### config.mk
export PLATFORM = sky130hd
export DESIGN_NAME = uart_rx_core
export DESIGN_NICKNAME = d
export VERILOG_FILES = /design/src/rtl/uart_rx_pkg.sv /design/src/rtl/uart_sync2.sv /design/src/rtl/uart_rx_core.sv
export SDC_FILE = /design/constraint.sdc
export NUM_CORES = 1
export LEC_CHECK = 0
export CAP_MARGIN = 15
export CORE_MARGIN = 2
export CORE_UTILIZATION = 50
export CTS_CLUSTER_SIZE = 30
export DETAILED_ROUTE_END_ITERATION = 6
export PLACE_DENSITY = 0.79
export REMOVE_ABC_BUFFERS = 1
export SLEW_MARGIN = 5
export SYNTH_ARGS = -nofsm -noshare
export SYNTH_HDL_FRONTEND = slang
export SYNTH_SLANG_ARGS = --single-unit
export TNS_END_PERCENT = 50
### constraint.sdc
create_clock -name clk -period 2.9 [get_ports clk]
set_input_delay 0.435 -clock clk [delete_from_list [all_inputs] [get_ports clk]]
set_output_delay 0.435 -clock clk [all_outputs]
set_load 0.03 [all_outputs]
### src/rtl/uart_rx_pkg.sv
// Shared types and constants for the UART receive path.
// The divisor clamp and the even-parity check live here so that the TX side can reuse them.
package uart_rx_pkg;

    localparam int DATA_BITS = 8;
    localparam int MIN_DIV   = 4;
    localparam int DIV_W     = 13;
    localparam int BIT_IDX_W = $clog2(DATA_BITS);

    typedef enum logic [2:0] {
        ST_IDLE   = 3'd0,
        ST_START  = 3'd1,
        ST_DATA   = 3'd2,
        ST_PARITY = 3'd3,
        ST_STOP   = 3'd4,
        ST_BREAK  = 3'd5
    } uart_rx_state_t;

    // Very small divisors leave no room to find mid-bit, so they are raised to MIN_DIV.
    function automatic logic [DIV_W-1:0] clamp_div(input logic [DIV_W-1:0] div);
        logic [DIV_W-1:0] v_min;
        logic [DIV_W-1:0] v_res;
        v_min = DIV_W'(MIN_DIV);
        if (div < v_min) begin
            v_res = v_min;
        end else begin
            v_res = div;
        end
        return v_res;
    endfunction

    function automatic logic parity_mismatch(input logic [DATA_BITS-1:0] data,
                                             input logic                 par_bit);
        return ^{data, par_bit};
    endfunction

endpackage

### src/rtl/uart_sync2.sv
// Two-flop synchroniser for an idle-high asynchronous line.
// It resets to 1, so a reset is never seen as a start bit.
module uart_sync2 (
    input  logic i_clk,
    input  logic i_rst_n,
    input  logic i_async,
    output logic o_sync
);

    logic r_meta;
    logic r_sync;

    // Two-stage metastability filter with synchronous active-low reset.
    always_ff @(posedge i_clk) begin
        if (!i_rst_n) begin
            r_meta <= 1'b1;
            r_sync <= 1'b1;
        end else begin
            r_meta <= i_async;
            r_sync <= r_meta;
        end
    end

    assign o_sync = r_sync;

endmodule

### src/rtl/uart_rx_core.sv
// UART receive engine: start qualification, mid-bit sampling, even parity and stop check.
// Every frame that reaches its stop sample is reported with a one-cycle rx_valid pulse.
module uart_rx_core
    import uart_rx_pkg::*;
(
    input  logic                 clk,
    input  logic                 rst_n,
    input  logic                 rx,
    input  logic                 parity_en,
    input  logic [DIV_W-1:0]     baud_rate,
    output logic [DATA_BITS-1:0] rx_data,
    output logic                 rx_valid,
    output logic                 frame_error,
    output logic                 parity_error,
    output logic                 busy
);

    localparam logic [BIT_IDX_W-1:0] LAST_BIT = BIT_IDX_W'(DATA_BITS - 1);

    logic                 w_rxs;
    logic [DIV_W-1:0]     w_div_clamped;
    logic                 w_start_done;
    logic                 w_bit_done;

    uart_rx_state_t       r_state;
    logic [DIV_W-1:0]     r_cnt;
    logic [DIV_W-1:0]     r_start_last;
    logic [DIV_W-1:0]     r_bit_last;
    logic [BIT_IDX_W-1:0] r_bit_idx;
    logic [DATA_BITS-1:0] r_shift;
    logic                 r_par_en;
    logic                 r_par_bit;
    logic [DATA_BITS-1:0] r_data;
    logic                 r_valid;
    logic                 r_frame_err;
    logic                 r_parity_err;
    logic                 r_busy;

    uart_sync2 u_sync (
        .i_clk   (clk),
        .i_rst_n (rst_n),
        .i_async (rx),
        .o_sync  (w_rxs)
    );

    assign w_div_clamped = clamp_div(baud_rate);
    // The terminal counts are stored minus one, so each sample point is a plain equality test.
    assign w_start_done  = (r_cnt == r_start_last);
    assign w_bit_done    = (r_cnt == r_bit_last);

    // Receive FSM: the counter, the shift register and the registered frame report.
    always_ff @(posedge clk) begin
        if (!rst_n) begin
            r_state      <= ST_IDLE;
            r_cnt        <= DIV_W'(0);
            r_start_last <= DIV_W'(0);
            r_bit_last   <= DIV_W'(0);
            r_bit_idx    <= BIT_IDX_W'(0);
            r_shift      <= DATA_BITS'(0);
            r_par_en     <= 1'b0;
            r_par_bit    <= 1'b0;
            r_data       <= DATA_BITS'(0);
            r_valid      <= 1'b0;
            r_frame_err  <= 1'b0;
            r_parity_err <= 1'b0;
            r_busy       <= 1'b0;
        end else begin
            r_valid      <= 1'b0;
            r_frame_err  <= 1'b0;
            r_parity_err <= 1'b0;
            case (r_state)
                ST_IDLE: begin
                    if (!w_rxs) begin
                        r_state      <= ST_START;
                        r_cnt        <= DIV_W'(0);
                        r_start_last <= (w_div_clamped >> 1) - DIV_W'(1);
                        r_bit_last   <= w_div_clamped - DIV_W'(1);
                        r_par_en     <= parity_en;
                        r_busy       <= 1'b1;
                    end else begin
                        r_cnt <= DIV_W'(0);
                    end
                end
                ST_START: begin
                    if (w_start_done) begin
                        r_cnt <= DIV_W'(0);
                        if (w_rxs) begin
                            r_state <= ST_IDLE;
                            r_busy  <= 1'b0;
                        end else begin
                            r_state   <= ST_DATA;
                            r_bit_idx <= BIT_IDX_W'(0);
                        end
                    end else begin
                        r_cnt <= r_cnt + DIV_W'(1);
                    end
                end
                ST_DATA: begin
                    if (w_bit_done) begin
                        r_cnt   <= DIV_W'(0);
                        r_shift <= {w_rxs, r_shift[DATA_BITS-1:1]};
                        if (r_bit_idx == LAST_BIT) begin
                            r_state <= r_par_en ? ST_PARITY : ST_STOP;
                        end else begin
                            r_bit_idx <= r_bit_idx + BIT_IDX_W'(1);
                        end
                    end else begin
                        r_cnt <= r_cnt + DIV_W'(1);
                    end
                end
                ST_PARITY: begin
                    if (w_bit_done) begin
                        r_cnt     <= DIV_W'(0);
                        r_par_bit <= w_rxs;
                        r_state   <= ST_STOP;
                    end else begin
                        r_cnt <= r_cnt + DIV_W'(1);
                    end
                end
                ST_STOP: begin
                    // Leaving at mid-stop-bit lets a back-to-back start edge be caught in IDLE.
                    if (w_bit_done) begin
                        r_cnt        <= DIV_W'(0);
                        r_valid      <= 1'b1;
                        r_data       <= r_shift;
                        r_parity_err <= r_par_en & parity_mismatch(r_shift, r_par_bit);
                        if (w_rxs) begin
                            r_state <= ST_IDLE;
                            r_busy  <= 1'b0;
                        end else begin
                            r_frame_err <= 1'b1;
                            r_state     <= ST_BREAK;
                        end
                    end else begin
                        r_cnt <= r_cnt + DIV_W'(1);
                    end
                end
                ST_BREAK: begin
                    if (w_rxs) begin
                        r_state <= ST_IDLE;
                        r_cnt   <= DIV_W'(0);
                        r_busy  <= 1'b0;
                    end else begin
                        r_cnt <= DIV_W'(0);
                    end
                end
                default: begin
                    r_state <= ST_IDLE;
                    r_cnt   <= DIV_W'(0);
                    r_busy  <= 1'b0;
                end
            endcase
        end
    end

    assign rx_data      = r_data;
    assign rx_valid     = r_valid;
    assign frame_error  = r_frame_err;
    assign parity_error = r_parity_err;
    assign busy         = r_busy;

endmodule

# == After elaboration in Yosys (flattened, before gate mapping) ==
# Cells that the tools add are included.
# Widths: inputs -> output; s select.
# op_classes
add_sub_neg,4
n_lt_le_gt_ge,1
eq_ne,17
muxes,27
bitwise_logic,3
n_reduce_logical,14
# ops
operator,n
$mux 13,3
$mux 3,13
$eq 13x13->1,2
$pmux 13 s2,1
$pmux 3 s6,1
$ne 2x2->1 const B,8
$add 13x1->13 const B,1
$lt 13x3->1 const B,1
$sub 12x1->13 const B,1
$sub 13x1->13 const B,1
$reduce_and 2->1,5
$eq 3x3->1 const B,3
$reduce_xor 9->1,1
$reduce_and 7->1,1
$eq 3x2->1 const B,2
$mux 1,6
$pmux 3 s2,1
$pmux 1 s5,1
$reduce_and 5->1,1
$reduce_and 4->1,1
$add 3x1->3 const B,1
$eq 3x1->1 const B,1
$logic_not 3->1,1
$reduce_and 3->1,1
other kinds (7),8
# word_totals
reg_bits,69
inputBits,17
output_inout_bits,12
wordCells,81

# == Depth between registers and ports, before layout ==
# logic_depth
depth_word,4
depth_mapped,11
depth_no_buf,10

# == Cells and area by module ==
# From an unflattened synthesis, not the netlist that was laid out.
# unflattened
hier_cells,387
hier_area_um2,3402.0
# by_module_without_submodules
mod,instances,cells_per_inst,area_each_um2,seq_area_each_um2
uart_rx_core,1,383,3349.5,1341.3
uart_sync2,1,4,52.6,40.0

# == Least setup slack after synthesis ==
# Ideal clock, no wire load.
# synth_timing
path_type,in2reg
startpoint,input baud_rate[6]
endpoint,register r_bit_last[11]
setup_time_ps,74
arrival_time_ps,2578
required_ps,2826
setup_slack_ps,248
stages,9
path_buffers,1
path_cell_list,clkbuf_1 -> nor3_2 -> and4b_1 -> a21oi_1 -> ha_1 -> nor4b_2 -> or3b_1 -> or3_1 -> a31oi_1
# synth_between
elab_chain_len,3
# synth_rtl
item,line,rtl
start: declaration,uart_rx_core.sv:10,"input logic [DIV_W-1:0] baud_rate,"
$lt 13x3->1,uart_rx_pkg.sv:24,if (div < v_min) begin
$mux 13 (*),uart_rx_pkg.sv:24,
$sub 13x1->13 (*),uart_rx_core.sv:77,r_bit_last <= w_div_clamped - DIV_W'(1);
end signal: assignment,uart_rx_core.sv:77,
end: declaration,uart_rx_core.sv:28,logic [DIV_W-1:0] r_bit_last;
# Every way passes the cells marked *; elsewhere a longest branch is shown, timed or not.
# A chain may end at the register's enable or synchronous reset.

# == Worst setup path in the final report ==
# layout_timing
startpoint,input baud_rate[11]
endpoint,register r_bit_last[7]
# layout_between
elab_chain_len,3
# layout_rtl
item,line
$lt 13x3->1,uart_rx_pkg.sv:24
$mux 13,uart_rx_pkg.sv:24
$sub 13x1->13,uart_rx_core.sv:77
# Every way passes these cells.

==> flow_summary.yaml <==
floorplanning:
  die_h_um: 89.1
  rows: 31
  io_pins: 29
  core_um2: 7140
  die_w_um: 89.1
  die_area_um2: 7940
  start_util_pct: 50.7
pwr:
  power.internal_w: 0.00150
  switchingPower_w: 0.000593
  vdd_drop_max_mv: 0.221
  clkPwrFrac_pct: 38.7
  swShare_pct: 28.3
  pwr-share-seq_pct: 48.0
  power.density_nw_per_um2: 486
  p_comb_share_pct: 13.4
  p_total_w: 0.00210
  leakage_nw: 1.54
placement:
  place_congestion: 0.910
  dp_hpwl_mm: 5.93
  port_buffers: 28
job:
  maxCapViolations: 0
synth:
  synth_edf_count: 0
  yosys_warnings: 0
  synthDominantCellAreaShare_pct: 38.2
  ys.flop_type: "dfxtp_1"
  synth_cell_types: 57
  synth-seq-cells: 69
  ys_top_cells_by_area: "dfxtp_1, xnor2_1, xor2_1, mux2i_1, a21oi_1"
  avgSynthCellArea_um2: 8.62
  synth_largest_area_cell: "dfxtp_1"
  synthTopCellsByCount: "dfxtp_1, nor2_1, a21oi_1"
  async_flop_share_pct: 0
  yosysMostFrequentCell: "dfxtp_1"
  syn_inst: 420
  syn_area_um2: 3620
  ys_seq_area_share_pct: 38.2
global_routing:
  overflow: 0
  grt.total_usage_pct: 22.6
  grt_pass1_vias: 2971
  grt_pass1_wl_mm: 13.9
  antenna_found_initial: 0
  grt_max_degree: 50
run_status:
  status: "complete, no violations"
detailed_routing:
  drt-total-wl_mm: 8.27
  drt_first_pass_iters: 4
  num_vias: 3078
  ant_nets: 0
  wl_met3_um: 380
  drt-initial-drc-count: 213
  wl_per_cell_um: 14.7
  wl_met2_mm: 4.16
  viasPerCell: 5.47
  drt-met1-wl_mm: 3.63
  top_layer_used: "met4"
  drc: 0
cts:
  cts_resized: 0
  cts_buffers: 9
  cts_tree: "built"
  cts_hold_buf: 0
  htree_num_levels: 3
  cts_setup_buffers: 0
  clkTransAtPathRegs_ns: 0.08
  cts_buffer_depth: 2
  clk_latency_ns: 0.36
  clock_sinks: 69
  clockRootBuffer: "clkbuf_8"
timing:
  finalMaxSlewViolations: 0
  fmax_ghz: 0.375
  worst_pin_slew_ns: 0.617
  slew_headroom_pct: 58.5
  setup_viol: 0
  min_period_over_period_pct: 91.9
  grt_setup_unrepaired: "false"
  clock_skew_ns: 0.0122
  hold_violations: 0
  fin_crit_ns: 2.66
final_layout:
  fin_util_pct: 60.5
  final_nets: 481
  drive_gt1_share_pct: 12.9
  diodes: 0
  syn_to_final_growth_pct: 19.2
setup_path:
  worstPathCellList: "clkdlybuf4s50_1 -> nor3_1 -> and4b_1 -> nand2_1 -> nand2_1 -> ha_1 -> nor4b_2 -> buf_4 -> or2b_1 -> or3_1 -> a31oi_1"
  critPathArrivalTime_ns: 2.94
  cp.buffers_inverters: 2
  cp-end-kind: "flip-flop"
  worstPathMaxFanout: 3
  worstPathRequired_ns: 3.18
  slowest_delay_ns: 0.42
  critical_path_class: "primary input to flip-flop"
  crit_family: "simple AND/OR/NAND/NOR gates"
  cp_slowest_cell: "clkdlybuf4s50_1"
  start_kind: "primary input"
  crit_top_cell: "nand2_1"
min_path:
  hold_class: "flip-flop to flip-flop"
==> worst reg2reg max path: stages (launching register included) <==
cell	delay, ns
dfxtp_1	0.52
xor2_1	0.11
nor4_1	0.59
a41oi_1	0.20
nand3_1	0.43
a21boi_0	0.17
==> path summary, 6_finish.rpt <==
path	from	endpoint	slack, ns	cells after the start
worst max-delay path	baud_rate[11]	r_bit_last[7]$_SDFFE_PN0P_	0.24	11
worst min-delay path	u_sync.r_meta$_SDFF_PN1_	u_sync.o_sync$_SDFF_PN1_	0.42	1
worst max register to register	r_cnt[0]$_SDFF_PN0_	r_cnt[1]$_SDFF_PN0_	0.74	5
worst min register to register	u_sync.r_meta$_SDFF_PN1_	u_sync.o_sync$_SDFF_PN1_	0.42	1
==> through the flow <==
step           std cells  instance area [um^2]  hold WS (ns)  setup slack [ns]  setup TNS [ns]
6_report             563                  4320         0.419             0.235               0
5_1_grt              563                  4320         0.452            0.0176               0
4_1_cts              563                  4320         0.422             0.241               0
3_5_place_dp         547                  4110         0.403            -0.121          -0.516
3_3_place_gp         547                  4110         0.388          -0.00988        -0.00988
2_1_floorplan        389                  3460         0.386             -1.64          -37.96
==> metal layers <==
| layer | GRT usage [%] | vias to the layer above |
|---|---|---|
| met1 | 27.9 | 1439 |
| met4 | 6.78 | 0 |
| met2 | 38.7 | 61 |
| met3 | 6.00 | 13 |
| li1 | - | 1565 |
| met5 | 0 | - |
==> flip-flops by register name (all words and copies together) (netlist names), 3 cells and up <==
signal	flops
r_bit_last	13
r_state	3
r_cnt	13
r_bit_idx	3
r_start_last	13
r_shift	8
rx_data	8
==> cell families (layout without fill, tap and decap cells) <==
family,count (synthesis),count (layout),synth area share [%]
AOI/OAI and AO/OA,94,94,15.5
xor gates and xnor gates,55,55,14.1
adders and majority gates,5,5,1.73
buffers and inverters,39,83,5.18
and+or+nand+nor,142,142,20.9
DFF,69,69,38.2
muxes,16,16,4.42
==> cell usage in the layout (no fill, tap or decap), types with 9 or more instances in the layout <==
master           netlist  final
a211oi_1              10     10
a21oi_1               31     31
buf_4                  3     31
clkbuf_8               0      9
clkdlybuf4s50_1        0     28
dfxtp_1               69     69
mux2i_1               16     16
nand2_1               26     26
nand3_1               21     21
nor2_1                33     33
nor3_1                11     11
o21ai_0               30     30
or3_1                  9      9
xnor2_1               26     26
xor2_1                25     25
==> power groups by stage <==
stage               sequential [W]  clock, W  combinational, W
floorplan                  0.00102         0          0.000160
global placement           0.00103         0          0.000270
detailed placement         0.00103         0          0.000278
CTS                        0.00100  0.000825          0.000280
global route               0.00101  0.000874          0.000311
finish                     0.00101  0.000811          0.000280
==> layout make-up <==
cell class	instances	area, um^2
clock inverter	7	80.1
inverter	8	30.0
clock buffer	9	124
fill	644	2820
sequential	69	1380
timing repair buffer	59	513
tap	99	124
multi-input combinational	312	2060
(Power assumes the default switching activity.)
==> patch 1, RTL diff (same flow settings) <==
Encoding of `uart_rx_state_t`: now one-hot (6 bits for 6 states).
--- a/src/rtl/uart_rx_pkg.sv
+++ b/src/rtl/uart_rx_pkg.sv
@@ -7,13 +7,13 @@
     localparam int DIV_W     = 13;
     localparam int BIT_IDX_W = $clog2(DATA_BITS);
 
-    typedef enum logic [2:0] {
-        ST_IDLE   = 3'd0,
-        ST_START  = 3'd1,
-        ST_DATA   = 3'd2,
-        ST_PARITY = 3'd3,
-        ST_STOP   = 3'd4,
-        ST_BREAK  = 3'd5
+    typedef enum logic [5:0] {
+        ST_IDLE   = 6'b000001,
+        ST_START  = 6'b000010,
+        ST_DATA   = 6'b000100,
+        ST_PARITY = 6'b001000,
+        ST_STOP   = 6'b010000,
+        ST_BREAK  = 6'b100000
     } uart_rx_state_t;
 
     // Very small divisors leave no room to find mid-bit, so they are raised to MIN_DIV.
Formal check against the unedited RTL: same outputs for any inputs over 10 cycles, from zero or initial values and one cycle with rst_n low; not proved beyond that.
==> patch 1 against the unedited design <==
- highest routed layer unchanged
- routed wire length is 3.9% higher
- count of clock-buffer cells in the layout stayed put
- total power is 16% higher
- area after synthesis hardly changed
- cell count is 3.4% higher
- fmax is 6.6% lower
- largest power group unchanged
- clock skew is 0.0013 ns lower
- die area hardly changed
- via count is 2.9% higher
- clock power is 3.7% lower
- sequential cell count is 3 higher
- worst setup slack worse by 0.19 ns
- design area is 4.3% higher
==> patch 1: results (changes against the unedited design) <==
grt_pass1_wl_mm: 13.96  # was 13.90 mm
post_dp_cell_area_mm2: 0.004141  # was 0.004111 mm²
cp-startpoint: "baud_rate[2]"  # was baud_rate[11]
preCtsSetupSlack_ns: -0.5648  # was -0.1208 ns
buffers: 75  # was 59
nNetsFinal: 501  # was 481
grt_usage_pct: 22.98  # was 22.61%
reg2reg_from: "r_cnt[1]"  # was r_cnt[0]
wl_per_cell_um: 14.76  # was 14.69 µm
ys_types: 53  # was 57
vias: 3167  # was 3,078
fin_crit_ns: 2.852  # was 2.665 ns
grt_pass1_vias: 3030  # was 2,971
dpl.hpwl_mm: 5.529  # was 5.930 mm
multi_input_area_mm2: 0.002088  # was 0.002063 mm²
critical-path-slowest-cell: "clkdlybuf4s15_1"  # was clkdlybuf4s50_1
fillers: 639  # was 644
ir_worst_vdd_uv: 242.6  # was 220.6 µV
fin_skew_ns: 0.01088  # was 0.01218 ns
synth_common_cells: "72 x dfxtp_1, 49 x nor2_1, 42 x xor2_1, 36 x nand2_1, 35 x a21oi_1"  # was 69 x dfxtp_1, 33 x nor2_1, 31 x a21oi_1, 30 x o21ai_0
outcome: "completed"  # unchanged
fin_cells: 582  # was 563
gp_congestion: 0.8749  # was 0.9099
synth_area_per_cell_um2: 8.740  # was 8.618 µm²
switching_share_pct: 31.18  # was 28.27%
==> patch 1: cell types whose count changed after synthesis, sizes merged, moves of 6 or more <==
cell / change
clkbuf: -10
mux2i: -8
nand2: +10
nand3: -11
nor2: +17
nor3: -6
or3: -7
xnor2: -7
xor2: +17
==> patch 1: worst max-delay path: cells and delay by family <==
kind,cells,cell delay [ns]
AND/OR/NAND/NOR,2,0.16
buffers and inverters,15,1.98
XOR/XNOR,1,0.15
AO/OA/AOI/OAI,2,0.39
==> patch 1: layer usage <==
layer	wire length [µm]	global-route usage (%)	vias up
met4	211	10.04	0
met5	0	0	-
met3	330	4.617	23
met1	3551	25.73	1508
met2	4495	42.06	78
li1	-	-	1558
==> patch 1: power by group through the flow <==
| stage | Clock (mW) | Combinational [mW] | Sequential (mW) |
|---|---|---|---|
| finish | 0.781 | 0.549 | 1.11 |
| global placement | 0 | 0.520 | 1.13 |
| detailed placement | 0 | 0.533 | 1.13 |
| CTS | 0.788 | 0.545 | 1.11 |
| global route | 0.832 | 0.605 | 1.12 |
| floorplan | 0 | 0.340 | 1.13 |
==> patch 1: logic make-up (layout without fill, tap and decap cells) <==
logic type                 count (synthesis)  after routing  synth area share, %
xor gates and xnor gates                  65             65                15.73
muxes                                      8              8                2.213
AOI/OAI and AO/OA                         87             87                14.59
and+or+nand+nor                          148            148                21.85
buffers and inverters                     28             97                3.700
DFF                                       72             72                39.83
adders and majority gates                  6              6                2.075
==> patch 1: worst paths after layout <==
path	endpoint	depth (start not counted)
hold reg to reg	u_sync.o_sync	1
hold / removal	u_sync.o_sync	1
setup / recovery	r_start_last[7]	20
setup reg to reg	busy	6
==> patch 1: timing repair <==
action                                  4_1_cts  5_1_grt
buffers inserted                             16        2
hold endpoints to repair                      0        0
endpoints found under the setup margin        5        9
resized for setup                            26       10
pin swaps                                    11        7
==> patch 2, RTL diff (config.mk and constraints unchanged) <==
Made on the original files. Set the package constant `DATA_BITS` to 16 (it was 8).
--- a/src/rtl/uart_rx_pkg.sv
+++ b/src/rtl/uart_rx_pkg.sv
@@ -2,7 +2,7 @@
 // The divisor clamp and the even-parity check live here so that the TX side can reuse them.
 package uart_rx_pkg;
 
-    localparam int DATA_BITS = 8;
+    localparam int DATA_BITS = 16;
     localparam int MIN_DIV   = 4;
     localparam int DIV_W     = 13;
     localparam int BIT_IDX_W = $clog2(DATA_BITS);
Interface: changed (resized rx_data); port bits go from 29 to 37. No check against the original RTL was run, so the function may have changed too.
==> patch 2 against the unedited design <==
- first-iteration DRC count shrank 26%
- area after synthesis rose by 16%
- sequential cell count rose by 17
- total power up 16%
- design area increased by 14%
- routed wire length rose by 4.6%
- worst setup slack improved by 0.055 ns
- clock skew up 0.0024 ns
- critical path type unchanged
- critical endpoint unchanged
- largest power group unchanged
- highest routed layer unchanged
==> patch 2: results (changes against the unedited design) <==
grt_pass1_vias: 3314  # was 2,971
grt_pass1_wl_mm: 14.86  # was 13.90 mm
synth_mux_area_share_pct: 4.300  # was 4.424%
critical-path-slowest-cell: "or4_2"  # was clkdlybuf4s50_1
cts_max_path_buffers: 2  # unchanged
wl_per_cell_um: 13.55  # was 14.69 µm
topRoutingLayerUsed: "met4"  # unchanged
fillers: 705  # was 644
reg2reg_from: "r_cnt[8]"  # was r_cnt[0]
vias_per_cell: 5.370  # was 5.467
ys_seq_area_share_pct: 41.09  # was 38.16%
grt_usage_pct: 20.30  # was 22.61%
gp_congestion: 0.9169  # was 0.9099
cts_buffers: 9  # unchanged
p_leak_nw: 1.811  # was 1.540 nW
yosys_warnings: 0  # unchanged
r2r-end: "r_bit_idx[0]"  # was r_cnt[1]
drt_iter0_drc: 157  # was 213
cp_slowest_stage_delay_ns: 0.56  # was 0.42 ns
p_int_mw: 1.697  # was 1.504 mW
synth_xor_area_share_pct: 14.42  # was 14.14%
dpl.hpwl_mm: 6.274  # was 5.930 mm
ctsResizeCount: 0  # unchanged
post-cts-setup-buffers: 0  # unchanged
cp.arrival_ns: 2.87  # was 2.94 ns
fin_cells: 638  # was 563
worst_hold_slack_ns: 0.4161  # was 0.4193 ns
wl_met2_mm: 4.121  # was 4.164 mm
preCtsSetupSlack_ns: -0.08962  # was -0.1208 ns
placedCellCount: 622  # was 547
ff2ff_setup_slack_ns: 0.57  # was 0.74 ns
stdcell_area_mm2: 0.004906  # was 0.004315 mm²
ys_types: 51  # was 57
nNetsFinal: 550  # was 481
syn_inst: 490  # was 420
dr_wl_met3_um: 340  # was 380 µm
fin_skew_ns: 0.01456  # was 0.01218 ns
cts_max_level: 3  # unchanged
relSlewSlack_pct: 62.11  # was 58.46%
post_dp_cell_area_mm2: 0.004706  # was 0.004111 mm²
synth_common_cells: "86 x dfxtp_1, 62 x nor2_1, 51 x xnor2_1, 46 x nand2_1, 39 x a21oi_1"  # was 69 x dfxtp_1, 33 x nor2_1, 31 x a21oi_1, 30 x o21ai_0
synthTopCellsByArea: "dfxtp_1 41%, xnor2_1 11%, nor2_1 5.6%, a21oi_1 4.7%, mux2i_1 4.3%"  # was dfxtp_1 38%, xnor2_1 6.3%, xor2_1 6.0%, mux2i_1 4.4%, a21oi_1 4.3%
grt_max_degree: 49  # was 50
io_buffers: 36  # was 28
routedLengthMet1_mm: 4.069  # was 3.627 mm
outcome: "completed"  # unchanged
drive_above_1_share_pct: 9.944  # was 12.93%
synthAdderAreaFrac_pct: 1.493  # was 1.728%
## patch 2: layer usage
layer | vias up | GRT usage (%)
li1 | 1762 | -
met5 | - | 0
met4 | 0 | 5.476
met2 | 70 | 36.01
met1 | 1583 | 25.09
met3 | 11 | 3.794
## patch 2: cells by family (layout without fill, tap and decap cells)
family,Yosys count,in the layout
DFF,86,86
muxes,18,18
AOI/OAI and AO/OA,86,86
buffers and inverters,41,84
xor gates and xnor gates,69,69
and+or+nand+nor,185,185
adders and majority gates,5,5
## patch 2: area by class of cell
class,count,area share [%]
clock inverters,7,1.556
multi-input cells,363,46.44
clock buffers,9,2.525
flip-flops and latches,86,35.09
repair buffers,61,11.17
inverters,7,0.5356
well taps,105,2.678
## patch 2: worst max-delay path by stage
stage | slack [ns] | to | start | cells past startpoint
6_report | 0.29 | r_bit_last[7] | baud_rate[7] | 9
5_1_grt | 0.15 | r_bit_last[7] | baud_rate[7] | 9
4_1_cts | 0.27 | r_bit_last[7] | baud_rate[7] | 9
3_5_place_dp | -0.09 | r_bit_last[7] | baud_rate[7] | 9
3_3_place_gp | 0.006 | r_bit_last[7] | baud_rate[7] | 9
2_1_floorplan | -1.32 | r_bit_last[12] | r_state[2] | 3
## patch 2: power by group through the flow
stage,clock network [mW],logic [mW],registers (mW)
after floorplan,0,0.209,1.28
after global placement,0,0.325,1.28
final,0.840,0.336,1.26
after CTS,0.855,0.337,1.26
after global routing,0.900,0.372,1.26
after detailed placement,0,0.335,1.28
